[src/rtl/multi_blink_timer.sv]
// Multi-channel LED blink timer with a programmable period per channel.
// Each channel runs in one of four modes: stop, toggle, pulse or one-shot.
module multi_blink_timer #(
  parameter int unsigned N_CH           = 4,
  parameter int unsigned CNT_W          = 26,
  parameter int unsigned DEFAULT_PERIOD = 49999999,
  parameter int unsigned CH_W           = 2
) (
  input  logic              clock,
  input  logic              reset,
  input  logic [2*N_CH-1:0] mode,
  input  logic              wr_en,
  input  logic [CH_W-1:0]   wr_ch,
  input  logic [CNT_W-1:0]  wr_period,
  output logic [N_CH-1:0]   led,
  output logic [N_CH-1:0]   tick,
  output logic [N_CH-1:0]   done
);

  localparam logic [CNT_W-1:0] PER_RST = CNT_W'(DEFAULT_PERIOD);
  localparam logic [CNT_W-1:0] CNT_ONE = CNT_W'(1);

  typedef enum logic [1:0] {
    MODE_STOP    = 2'b00,
    MODE_TOGGLE  = 2'b01,
    MODE_PULSE   = 2'b10,
    MODE_ONESHOT = 2'b11
  } mode_e;

  for (genvar i = 0; i < N_CH; i++) begin : g_ch
    logic [CNT_W-1:0] cnt_q, cnt_d;
    logic [CNT_W-1:0] per_q, per_d;
    mode_e            mode_q, mode_d;
    mode_e            mode_i;
    logic             led_q, led_d;
    logic             tick_q, tick_d;
    logic             done_q, done_d;
    logic             wr_hit;
    logic             term;

    // Out-of-range channel numbers never match any channel index.
    assign wr_hit = wr_en && (wr_ch == CH_W'(i));
    assign mode_i = mode_e'(mode[2*i +: 2]);
    assign term   = (cnt_q == per_q);

    always_ff @(posedge clock or posedge reset) begin
      if (reset) begin
        cnt_q  <= '0;
        per_q  <= PER_RST;
        mode_q <= MODE_STOP;
        led_q  <= 1'b0;
        tick_q <= 1'b0;
        done_q <= 1'b0;
      end else begin
        cnt_q  <= cnt_d;
        per_q  <= per_d;
        mode_q <= mode_d;
        led_q  <= led_d;
        tick_q <= tick_d;
        done_q <= done_d;
      end
    end

    // Priority: period write, then mode change, then the mode's normal action.
    always_comb begin
      cnt_d  = cnt_q;
      per_d  = per_q;
      mode_d = mode_q;
      led_d  = led_q;
      tick_d = 1'b0;
      done_d = done_q;
      if (wr_hit) begin
        per_d  = wr_period;
        cnt_d  = '0;
        done_d = 1'b0;
        if (mode_q == MODE_PULSE) led_d = 1'b0;
      end else if (mode_i != mode_q) begin
        mode_d = mode_i;
        cnt_d  = '0;
        led_d  = 1'b0;
        done_d = 1'b0;
      end else begin
        case (mode_q)
          MODE_STOP: begin
            cnt_d  = '0;
            led_d  = 1'b0;
            done_d = 1'b0;
          end
          MODE_TOGGLE: begin
            if (term) begin
              cnt_d  = '0;
              tick_d = 1'b1;
              led_d  = ~led_q;
            end else begin
              cnt_d = cnt_q + CNT_ONE;
            end
          end
          MODE_PULSE: begin
            if (term) begin
              cnt_d  = '0;
              tick_d = 1'b1;
              led_d  = 1'b1;
            end else begin
              cnt_d = cnt_q + CNT_ONE;
              led_d = 1'b0;
            end
          end
          MODE_ONESHOT: begin
            // Once fired, the counter parks at per until re-armed.
            if (done_q) begin
              led_d = 1'b1;
            end else if (term) begin
              tick_d = 1'b1;
              led_d  = 1'b1;
              done_d = 1'b1;
            end else begin
              cnt_d = cnt_q + CNT_ONE;
            end
          end
          default: begin
            cnt_d = '0;
          end
        endcase
      end
    end

    assign led[i]  = led_q;
    assign tick[i] = tick_q;
    assign done[i] = done_q;
  end

endmodule

[config.mk]
export PLATFORM = sky130hd
export DESIGN_NAME = multi_blink_timer
export DESIGN_NICKNAME = d
export VERILOG_FILES = /design/src/rtl/multi_blink_timer.sv
export SDC_FILE = /design/constraint.sdc
export NUM_CORES = 1
export LEC_CHECK = 0
export CORE_ASPECT_RATIO = 1.25
export CORE_MARGIN = 1.5
export CORE_UTILIZATION = 65
export CTS_CLUSTER_SIZE = 30
export DETAILED_ROUTE_END_ITERATION = 6
export PLACE_DENSITY = 0.95
export SETUP_SLACK_MARGIN = 0.15
export SLEW_MARGIN = 20
export SYNTH_ARGS = -nofsm -noshare
export SYNTH_HDL_FRONTEND = slang
export SYNTH_SLANG_ARGS = --single-unit
[constraint.sdc]
create_clock -name clock -period 11.6 [get_ports clock]
set_input_delay 2.32 -clock clock [delete_from_list [all_inputs] [get_ports clock]]
set_output_delay 2.32 -clock clock [all_outputs]
set_load 0.005 [all_outputs]
==> Word-level counts from Yosys, hierarchy flattened <==
Index checks and enable logic that the tools add are counted.
{ "classes": {"reduce_logical": 29, "muxes": 88, "eq_ne": 43, "n_bitwise": 8, "addsub": 4} }
{ "ops": {"columns": ["cell", "n"], "rows": [
  ["$mux 26", 20],
  ["$pmux 26 s3", 4],
  ["$add 26x1->26 const B", 4],
  ["$eq 26x26->1", 4],
  ["$mux 1", 52],
  ["$ne 4x4->1 const B", 12],
  ["$eq 2x2->1 const B", 10],
  ["$ne 5x5->1 const B", 4],
  ["$pmux 1 s2", 8],
  ["$pmux 1 s4", 4],
  ["$reduce_and 2->1", 8],
  ["$reduce_bool 4->1", 4],
  ["$reduce_and 3->1", 4],
  ["$eq 2x1->1 const B", 5],
  ["$logic_not 2->1", 5],
  ["$ne 2x1->1 const B", 4],
  ["$ne 2x2->1", 4],
  ["$not 1->1", 8],
  ["$reduce_or 2->1", 4],
  ["$logic_and 1x1->1", 4]
]} }
{ "word_totals": {"input_bits": 39, "output_inout_bits": 12, "reg_bits": 228, "elab_cells": 196} }

==> Logic depth before layout (Yosys ltp) <==
{ "logic_depth": {"ltp_word": 6, "ltp_mapped": 9} }

==> Worst setup path after synthesis <==
No wires, ideal clock.
{ "synth_path": {"path_type": "input port to flip-flop", "start": "input port wr_en", "end": "register g_ch[3].cnt_q[16]", "n_path_buf": 1, "arrival_time_ns": 3.823, "stages": 7, "setup_slack_ns": 7.691, "cell_sequence": "and3_1 > nor4_4 > o21ai_0 > a21o_1 > clkbuf_1 > or3_1 > o211ai_1"} }
{ "synth_via": {"elab_chain_len": 3, "word_cells_on_any_way": 5} }
{ "synth_lines": {"columns": ["element", "line_no", "rtl"], "rows": [
  ["from (decl)", "12", "input logic wr_en,"],
  ["$logic_and 1x1->1 *", "42", "assign wr_hit = wr_en && (wr_ch == CH_W'(i));"],
  ["$ne 4x4->1 (no line)", null, null],
  ["$reduce_and 2->1 (no line)", null, null],
  ["to (signal assigned)", "55", "cnt_q <= cnt_d;"],
  ["to (decl)", "31", "logic [CNT_W-1:0] cnt_q, cnt_d;"]
]} }
Every way passes the cells marked *; elsewhere a longest branch is shown, timed or not.
A chain may end at the register's enable or synchronous reset.

==> Worst setup path in the final report <==
{ "layout_path": {"start": "input port wr_ch[0]", "end": "register g_ch[2].cnt_q[7]"} }
{ "layout_via": {"elab_chain_len": 4, "word_cells_on_any_way": 6} }
{ "layout_lines": {"columns": ["element", "line_no", "rtl"], "rows": [
  ["from (decl)", "13", "input logic [CH_W-1:0] wr_ch,"],
  ["$eq 2x2->1 *", "42", null],
  ["$logic_and 1x1->1 *", "42", null],
  ["$ne 4x4->1 (no line)", null, null],
  ["$reduce_and 2->1 (no line)", null, null],
  ["to (signal assigned)", "55", null],
  ["to (decl)", "31", null]
]} }
Marks and branches as above.

==> impl_results.md <==
- Status: finished with violations
- Failing checks: design-rule violations
- P&R area growth vs syn: 9.19%
- Area share of the largest cell type after synthesis: 0.293
- Worst slew margin: 0.207
- Synth cell types: 72
- Wirelength per Cell: 23.3 um
- Number of synthesized flops with an enable pin: 0
- Core area: 0.0201 mm2
- Post-Syn Area per Cell: 10.1 um2
- Routability congestion estimate: around 0.9
- Clk Latency, worst-skew pair: about 0.54 ns
- Dominant cells by area after synthesis: dfrtp_1 (29%), dfstp_2 (14%), mux2_2 (9.6%)
- Critical Path Start Type: input port
- First-pass GRT wire length: 59.6 mm
- Htree depth: 1
- Total wire length: between 30 and 40 mm
- Flop2flop setup slack: ~8 ns
- Die span in y: approximately 160 um
- Synth warn: 0
- Initial DRC count: around 1,500
- Most frequent cells in the layout: dfrtp_1 (156), mux2_2 (113), nand3_1 (84)
- Crit. Startpoint: wr_ch[0]
- Die X: about 130 um
- HP Class: reg2reg
- GRT Total Usage: 0.356
- Fin nets: ~1,400
- # Post-CTS Setup Buffers: 0
- Arr. time, crit path: 5.75 ns
- CP Capture Type: flip-flop
- Minimum clock period: between 5 and 6 ns
- Syn_nets: 1,379
- Initial core utilization: 0.663
- Setup repair after global routing missed its margin: no
- Share of cells above drive strength 1: 0.189
- Synth area leader: dfrtp_1
- Diode count: 0
- Final HPWL DP: 23.9 mm
- Layout fillers: roughly 1,200
- Die area: 0.0214 mm2
- Initial antenna violation count: 0
- Fraction of registers with async set/reset: 1.00
- Final setup TNS: 0 ns
- Setup violations, final: 0
- FMAX: approximately 190 MHz
- Crit Path Max Fanout: 32
- Via count: 11,277
- Pre-Repair DR Iteration Count: 7
- CTS sink count: around 230
- Antenna-violating nets left: 0
- Leakage Power: 5.53 nW
- Placement Setup Slack: 5.79 ns
- Clock skew: 0.0169 ns
- FF-to-FF Start: g_ch[0].cnt_q[12]
- Seq/Total Area, Yosys: 0.435
- Max-cap violations: 0
- Top_reg_cell synth: dfrtp_1
- Worst-margin pin slew: 1.19 ns
- Clk slew on worst S/H paths: 0.06 ns
- WP data required: approximately 12 ns
- # hold bufs at CTS: 0
- Number of I/O pins: 51
- Synth Register Bits: 228
- Vias in the first global route: between 10,000 and 15,000
- CTS buffer count: 23
- Worst setup margin: between 6 and 7 ns
- CTS tree: yes
- Hold path start: g_ch[1].per_q[18]
- Post-Syn Area: 0.0133 mm2
- # rows: 58
- Congestion Overflow GR: 0
- Max Buffers Root-to-Sink: 3
- Clk Tree Root Cell: clkbuf_16
- Final slew viol count: 0
- Final hold violations: 0
- Final period utilization: 0.458
- Max VDD drop: 0.000108 V
- Port buffer count: 50
- Commonest non-fill, non-tap cell in the layout: dfrtp_1
- Syn Inst Count: roughly 1,300
- Vias per cell: 7.09
- Setup Crit Path Kind: in2reg
- PwrDens: 139 mW/mm2
- Pin count of the biggest net entering global routing: between 100 and 150
- CTS resizes: 0
- Drc violations: 5
==> worst max-delay path, cell delays in order <==
cell and delay, ns:
clkdlybuf4s50_1 0.54, nand3b_1 0.13, buf_4 0.37, and3_1 0.26, nor2b_1 0.83, o21a_1 0.79
nand2_1 0.22, o211ai_1 0.25
==> per-stage QoR <==
stage / instance area [um2] / instances / hold WS, ns / power, W / utilization
2_1_floorplan: 13300 / 1316 / 0.487 / 0.00116 / -
3_3_place_gp: 13800 / 1550 / 0.509 / 0.00123 / 0.686
5_1_grt: 14500 / 1591 / 0.548 / 0.00207 / 0.724
6_report: 14500 / 1591 / 0.534 / 0.00203 / 0.724
4_1_cts: 14500 / 1591 / 0.535 / 0.00201 / 0.723
3_5_place_dp: 13800 / 1550 / 0.519 / 0.00125 / 0.686
==> flip-flops by register name, summed over array words and instances (netlist names) <==
| name | count |
|---|---|
| g_ch.cnt_q | 104 |
| g_ch.per_q | 104 |
| g_ch.tick_q | 4 |
| g_ch.mode_q | 8 |
| g_ch.led_q | 4 |
| g_ch.done_q | 4 |
==> cells by family (layout without fill, tap and decap cells) <==
family | count (synthesis) | after routing | synth area share
AND/OR/NAND/NOR | 453 | 453 | 0.188
flip-flops | 228 | 228 | 0.435
AO/OA/AOI/OAI | 223 | 223 | 0.129
buffers and inverters | 156 | 161 | 0.0506
multiplexers | 118 | 118 | 0.0993
XOR/XNOR | 114 | 114 | 0.0750
adder cells (fa/ha/maj) | 24 | 24 | 0.0225
==> worst paths after layout <==
path	endpoint	cells after the start
max	g_ch[2].cnt_q[7]	8
min	g_ch[1].per_q[18]	1
max reg2reg	g_ch[0].cnt_q[9]	6
min reg2reg	g_ch[1].per_q[18]	1
max in group asynchronous	g_ch[3].cnt_q[15]	3
min in group asynchronous	g_ch[2].per_q[9]	2
==> cells in the mapped netlist, drive strengths merged (11+ instances only) <==
| cell | n |
|---|---|
| ha | 24 |
| and3 | 20 |
| inv | 62 |
| nor2b | 17 |
| nand4 | 60 |
| nor3b | 11 |
| buf | 45 |
| o21ai | 34 |
| dfrtp | 156 |
| xor2 | 31 |
| xnor2 | 83 |
| or3 | 28 |
| nor2 | 57 |
| mux2 | 113 |
| a211oi | 18 |
| a21oi | 14 |
| o211ai | 35 |
| nand2 | 64 |
| a221o | 27 |
| nor4 | 23 |
| and2 | 23 |
| nand3 | 86 |
| clkbuf | 48 |
| o2111ai | 19 |
| dfstp | 72 |
| nor3 | 37 |
| o221ai | 16 |
==> routing by layer <==
layer | wire length [um] | track usage | vias up
met5 | 0 | 0 | -
met3 | 3010 | 0.0534 | 224
li1 | - | - | 4806
met2 | 17900 | 0.580 | 753
met1 | 13700 | 0.449 | 5494
met4 | 2550 | 0.211 | 0
==> report_power, final <==
| part | leakage, nW | internal (W) | total (W) | switching, W |
|---|---|---|---|---|
| registers | 2.85 | 0.000905 | 0.000974 | 0.0000690 |
| clock network | 0.364 | 0.000417 | 0.000765 | 0.000347 |
| logic | 2.32 | 0.000134 | 0.000286 | 0.000153 |
| total | 5.53 | 0.00146 | 0.00203 | 0.000569 |
==> area by class of cell <==
| cell class | instances | area [um2] | area share |
|---|---|---|---|
| Timing Repair Buffer | 57 | 553 | 0.0380 |
| Multi-Input combinational cell | 932 | 6860 | 0.472 |
| Clock inverter | 13 | 114 | 0.00783 |
| Clock buffer | 28 | 636 | 0.0437 |
| Tap cell | 270 | 338 | 0.0232 |
| Sequential cell | 228 | 5800 | 0.398 |
| Inverter | 63 | 249 | 0.0171 |
(Power assumes the default switching activity.)
==> RTL change 1: new RTL, same flow settings <==
Reset style: synchronous (`reset`), changed in one clocked block.
--- a/src/rtl/multi_blink_timer.sv
+++ b/src/rtl/multi_blink_timer.sv
@@ -45,3 +45,3 @@
 
-    always_ff @(posedge clock or posedge reset) begin
+    always_ff @(posedge clock) begin
       if (reset) begin
Formal check against the unedited RTL: differs if reset is asserted again (counterexample within 4 cycles, from zero or initial values and one cycle with reset high); with reset held inactive, the same outputs for 4 cycles.
==> RTL change 1 against the unedited design <==
Non-clock buffer count grew 6; clock skew shrank 3.9 ps; worst hold slack lost 60 ps; final area shrank 11%; worst setup slack gained 1200 ps; sequential share of layout area shrank 4.7 points; sequential cell count is the same; utilization grew 1.6 points; register-to-register slack gained 570 ps; highest routed layer unchanged; synthesized cell count grew 9.0%; routed wire length shrank 15%; area after synthesis shrank 12%.
Power is not compared: it rests on default switching activity, and its combinational part moved more than twofold at a synthesized area within 25%.
==> RTL change 1: results (changes against the unedited design) <==
- Power Internal: between 1 and 1.5 mW
- The vias per cell was 6.55 (-7.6%).
- The xor/xnor cell area share of the yosys netlist was 0.0918 (+0.0168).
* Top cells by area, synth: sky130_fd_sc_hd__dfxtp_1, sky130_fd_sc_hd__nand2_1, sky130_fd_sc_hd__xor2_1
- The worst-case clock skew came to 13.1 ps (-3.85 ps).
- Maximum level of the CTS H-tree: 1 (unchanged)
* Master cell of the clock root buffer: sky130_fd_sc_hd__clkbuf_16
- Buffer depth of the longest clock path: 3 (unchanged)
- In the synthesized netlist, the cells that appear most often are sky130_fd_sc_hd__nand2_1, sky130_fd_sc_hd__dfxtp_1, sky130_fd_sc_hd__a21oi_1.
- The final net count was 1489 (+8.8%).
- Portion of total power attributed to sequential cells: 0.475
- The number of global-route vias before repair is 10400 (-5.8%).
- The pin count of the biggest net entering global routing was 64 (-57%).
- Reg clk slew, reported paths: 60 ps (about the same)
- The fill cell total of the finished layout is 1139 (-8.6%).
- Post-cts resize count: 0 (unchanged)
- Fraction of the yosys area taken by sequential cells: 0.389 (-0.0463)
- The number of port buffers came to 50 (unchanged).
- Max-slew headroom: 0.264 (+0.0567)
- The total wire length was 31500 µm (-15%).
- The placed cell area is 12200 µm² (-12%).
- Regs by FF count: g_ch.cnt_q x104, g_ch.per_q x104, g_ch.mode_q x8
- The tightest min-delay check is of the reg2reg type.
- Insertion delay of the later-clocked pin in the worst-skew pair: 510 ps (-30 ps)
- Drt pass-1 iters: 5 (-2)
- HPWL after detailed placement: 21000 µm (-12%)
- The detailed router's first-iteration violation count was 1292 (-11%).
- Final RePlAce weighted congestion: 0.919 (+2.5%)
- The CTS buffer count is 22 (-4.3%).
- Of the total power, combinational logic draws 0.070.
- Mux contribution to synthesized area: 0.0103 (-0.0889)
* Fraction of layout instances using a drive strength above 1: 0.0486 (-0.141)
- Outcome: complete, no violations
* Prevailing post-synth register cell: sky130_fd_sc_hd__dfxtp_1
- Area share of fa/ha/maj cells after synthesis: 0.0256 (+0.00304)
- The final antenna diode count was 0 (unchanged).
- Residual antenna-violating net count after detailed routing: 0 (unchanged)
* Post-CTS setup buffers: 0 (unchanged)
- Antenna violations before repair: 0 (unchanged)
* Global-route wire length before repair: 50700 µm (-15%)
- IR analysis of the VDD net gives a maximum drop of 0.104 mV.
- The design draws approximately 1.7 mW.
* P_leak: roughly 4.6 nW
- The compound-gate portion of the synthesized area came to 0.133 (+0.00420).
* Netlist cell types: 66 (-8.3%)
- The share of synthesized flip-flops with an asynchronous set or reset is 0 (-1.00).
- The overall routing resource usage is 0.330 (-0.0266).
* Count of yosys warnings during synthesis: 0 (unchanged)
- Max FO, Critical Path: 31 (-3.1%)
- Data arrival time of the worst path: 4480 ps (-1270 ps)
[RTL change 1: cell types whose count changed in the layout (fill, tap and decap cells not counted), moves of 51 or more]
cell,change
sky130_fd_sc_hd__dfxtp_1,+228
sky130_fd_sc_hd__nand2_1,+204
sky130_fd_sc_hd__dfrtp_1,-156
sky130_fd_sc_hd__mux2_2,-113
sky130_fd_sc_hd__a21oi_1,+107
sky130_fd_sc_hd__dfstp_2,-72
sky130_fd_sc_hd__nand3b_1,+70
sky130_fd_sc_hd__xor2_1,+51
[RTL change 1: critical path, stage by stage]
cell,delay [ps]
sky130_fd_sc_hd__clkdlybuf4s50_1,630
sky130_fd_sc_hd__nand2_1,150
sky130_fd_sc_hd__or2_0,230
sky130_fd_sc_hd__buf_4,240
sky130_fd_sc_hd__nand4b_1,260
sky130_fd_sc_hd__o21bai_1,160
sky130_fd_sc_hd__buf_4,290
sky130_fd_sc_hd__o21ba_1,190
[RTL change 1: kinds of logic (layout without fill, tap and decap cells)]
| kind of cell | Yosys count | count (layout) |
|---|---|---|
| AOI/OAI and AO/OA | 259 | 259 |
| xor gates and xnor gates | 123 | 123 |
| adders and majority gates | 24 | 24 |
| buffers and inverters | 124 | 129 |
| DFF | 228 | 228 |
| muxes | 12 | 12 |
| and+or+nand+nor | 665 | 665 |
[RTL change 1: final timing paths]
kind                                                     from                       endpoint  slack [ps]  cells after the start
worst max-delay path                                 wr_ch[1]  g_ch[2].cnt_q[4]$_SDFFE_PP0P_        7520                      8
worst min-delay path            g_ch[1].per_q[8]$_SDFFE_PP0P_  g_ch[1].per_q[8]$_SDFFE_PP0P_         470                      2
worst max register to register  g_ch[3].cnt_q[8]$_SDFFE_PP0P_  g_ch[3].cnt_q[9]$_SDFFE_PP0P_        8530                      8
worst min register to register  g_ch[1].per_q[8]$_SDFFE_PP0P_  g_ch[1].per_q[8]$_SDFFE_PP0P_         470                      2
[RTL change 1: per-stage QoR]
stage	setup WS [ps]	std cells
global route	7400	1664
floorplan	7970	1435
global placement	6900	1626
detailed placement	6850	1626
CTS	7350	1664
finish	7520	1664
[RTL change 1: metal layers]
| layer | wire [µm] | track usage | vias to the layer above |
|---|---|---|---|
| met5 | 0 | 0 | - |
| met4 | 1750 | 0.169 | 0 |
| li1 | - | - | 5064 |
| met2 | 15500 | 0.558 | 557 |
| met1 | 11700 | 0.402 | 5145 |
| met3 | 2600 | 0.0493 | 129 |
[RTL change 1: area by class of cell]
cell class,count,area [µm²],share of cell area
Clock buffer,32,689,0.0531
Clock inverter,6,105,0.00809
Inverter,28,105,0.00809
Multi-Input combinational cell,1083,6660,0.512
Sequential cell,228,4560,0.351
Tap cell,224,280,0.0216
Timing Repair Buffer,63,593,0.0456
==> RTL change 2: new RTL, same settings <==
Made on the original files. The parameter `N_CH` goes from 4 to 2.
--- a/src/rtl/multi_blink_timer.sv
+++ b/src/rtl/multi_blink_timer.sv
@@ -3,3 +3,3 @@
 module multi_blink_timer #(
-  parameter int unsigned N_CH           = 4,
+  parameter int unsigned N_CH           = 2,
   parameter int unsigned CNT_W          = 26,
Ports: changed (resized done, led, mode and tick); port bits go from 51 to 41. No check against the original RTL was run, so the function may have changed too.
==> RTL change 2 against the unedited design <==
Power decreased by 41%; non-clock buffer count decreased by 12; via count decreased by 56%; sequential cell count decreased by 114; routed wire length decreased by 54%; final area decreased by 51%; die area decreased by 53%; critical path depth unchanged; clock power decreased by 27%; area after synthesis decreased by 54%; worst setup slack improved by 320 ps; largest power group is now the clock network; highest routed layer unchanged.
==> RTL change 2: results (changes against the unedited design) <==
* Post-route minimum period: 5000 ps (-316 ps)
- The CTS buffer count is 17 (-26%).
- The commonest cells after synthesis are sky130_fd_sc_hd__dfrtp_1, sky130_fd_sc_hd__xor2_1, sky130_fd_sc_hd__mux2_2.
* Slowest CP cell: sky130_fd_sc_hd__a21oi_1
- The worst-case clock skew was 9.17 ps (-7.73 ps).
- The HPWL after detailed placement was 10400 µm (-56%).
* Delay of the slowest cell on the worst path: 700 ps (-130 ps)
* Max-slew headroom: 0.312 (+0.105)
- Nets: 653 (-52%)
* Horizontal die dimension: 89.8 µm (-32%)
- Worst Reg-to-Reg Cells: 7 (+1)
- Fraction of the yosys area taken by sequential cells: 0.474 (+0.0388)
* Sequential group power: 487 µW (-50%)
* Via count of the first global-routing pass: 5088 (-54%)
- The design internal power is 888 µW (-39%).
- Global-route wire length before repair: 27500 µm (-54%)
- Final RePlAce weighted congestion: 0.937 (+4.6%)
- The maximum VDD drop was 0.124 mV (+15%).
- The share of layout cells above drive strength 1 was 0.215 (+0.0256).
- The number of nets produced by synthesis is 618 (-55%).
- The pin count of the biggest net entering global routing came to 77 (-48%).
- Capturing point of the worst reg2reg path: g_ch[1].cnt_q[7]$_DFFE_PP0P_
* P_leak: 3.21 nW (-42%)
- The startpoint identified for the worst hold timing path is g_ch[0].per_q[18]$_DFFE_PP0P_.
- Top cells by area, synth: sky130_fd_sc_hd__dfrtp_1, sky130_fd_sc_hd__dfstp_2, sky130_fd_sc_hd__xor2_1
- Outcome: complete, no violations
* Netlist cell types: 51 (-29%)
- The latest clock arrival within the worst-skew pair came to 420 ps (-120 ps).
- The highest fanout seen on the critical path was 31 (-3.1%).
- The number of port buffers was 40 (-20%).
- Crit path to: g_ch[0].cnt_q[19]$_DFFE_PP0P_
- Start point of the critical path: wr_en
[RTL change 2: changes by cell type after synthesis, moves of 31 or more]
cell and change:
sky130_fd_sc_hd__nand2_1 -31, sky130_fd_sc_hd__dfstp_2 -36, sky130_fd_sc_hd__xor2_1 +43, sky130_fd_sc_hd__dfrtp_1 -78, sky130_fd_sc_hd__inv_1 -46, sky130_fd_sc_hd__xnor2_1 -73, sky130_fd_sc_hd__clkbuf_1 -36, sky130_fd_sc_hd__mux2_2 -59
sky130_fd_sc_hd__nand4_1 -52, sky130_fd_sc_hd__nand3_1 -65
[RTL change 2: kinds of logic (layout without fill, tap and decap cells)]
logic type               count (synthesis)  in the layout  synth area share
AO/OA/AOI/OAI                           88             88            0.0956
XOR/XNOR                                84             84             0.120
adder cells (fa/ha/maj)                 12             12            0.0246
buffers and inverters                   45             93            0.0374
flip-flops                             114            114             0.474
multiplexers                            54             54            0.0994
AND/OR/NAND/NOR                        174            174             0.149
[RTL change 2: through the flow]
step                total power, mW  utilization  cell area [µm²]  std cells
detailed placement            0.620        0.717             6550        710
CTS                            1.18        0.787             7180        742
global placement              0.607        0.717             6550        710
finish                         1.19        0.787             7180        742
global route                   1.21        0.787             7180        742
floorplan                     0.570            -             6110        571
[RTL change 2: area by class of cell]
cell class,count,area [µm²]
Multi-Input combinational cell,412,2990
Sequential cell,114,2900
Fill cell,499,1940
Clock buffer,19,453
Timing Repair Buffer,45,438
Clock inverter,13,184
Tap cell,123,154
Inverter,16,62.6
[RTL change 2: metal layers]
layer	vias to the layer above	GRT usage	share of wire	wire [µm]
li1	2079	-	-	-
met1	2447	0.402	0.35	5900
met2	319	0.626	0.52	8890
met3	88	0.0710	0.076	1290
met4	0	0.200	0.054	920
met5	-	0	0	0
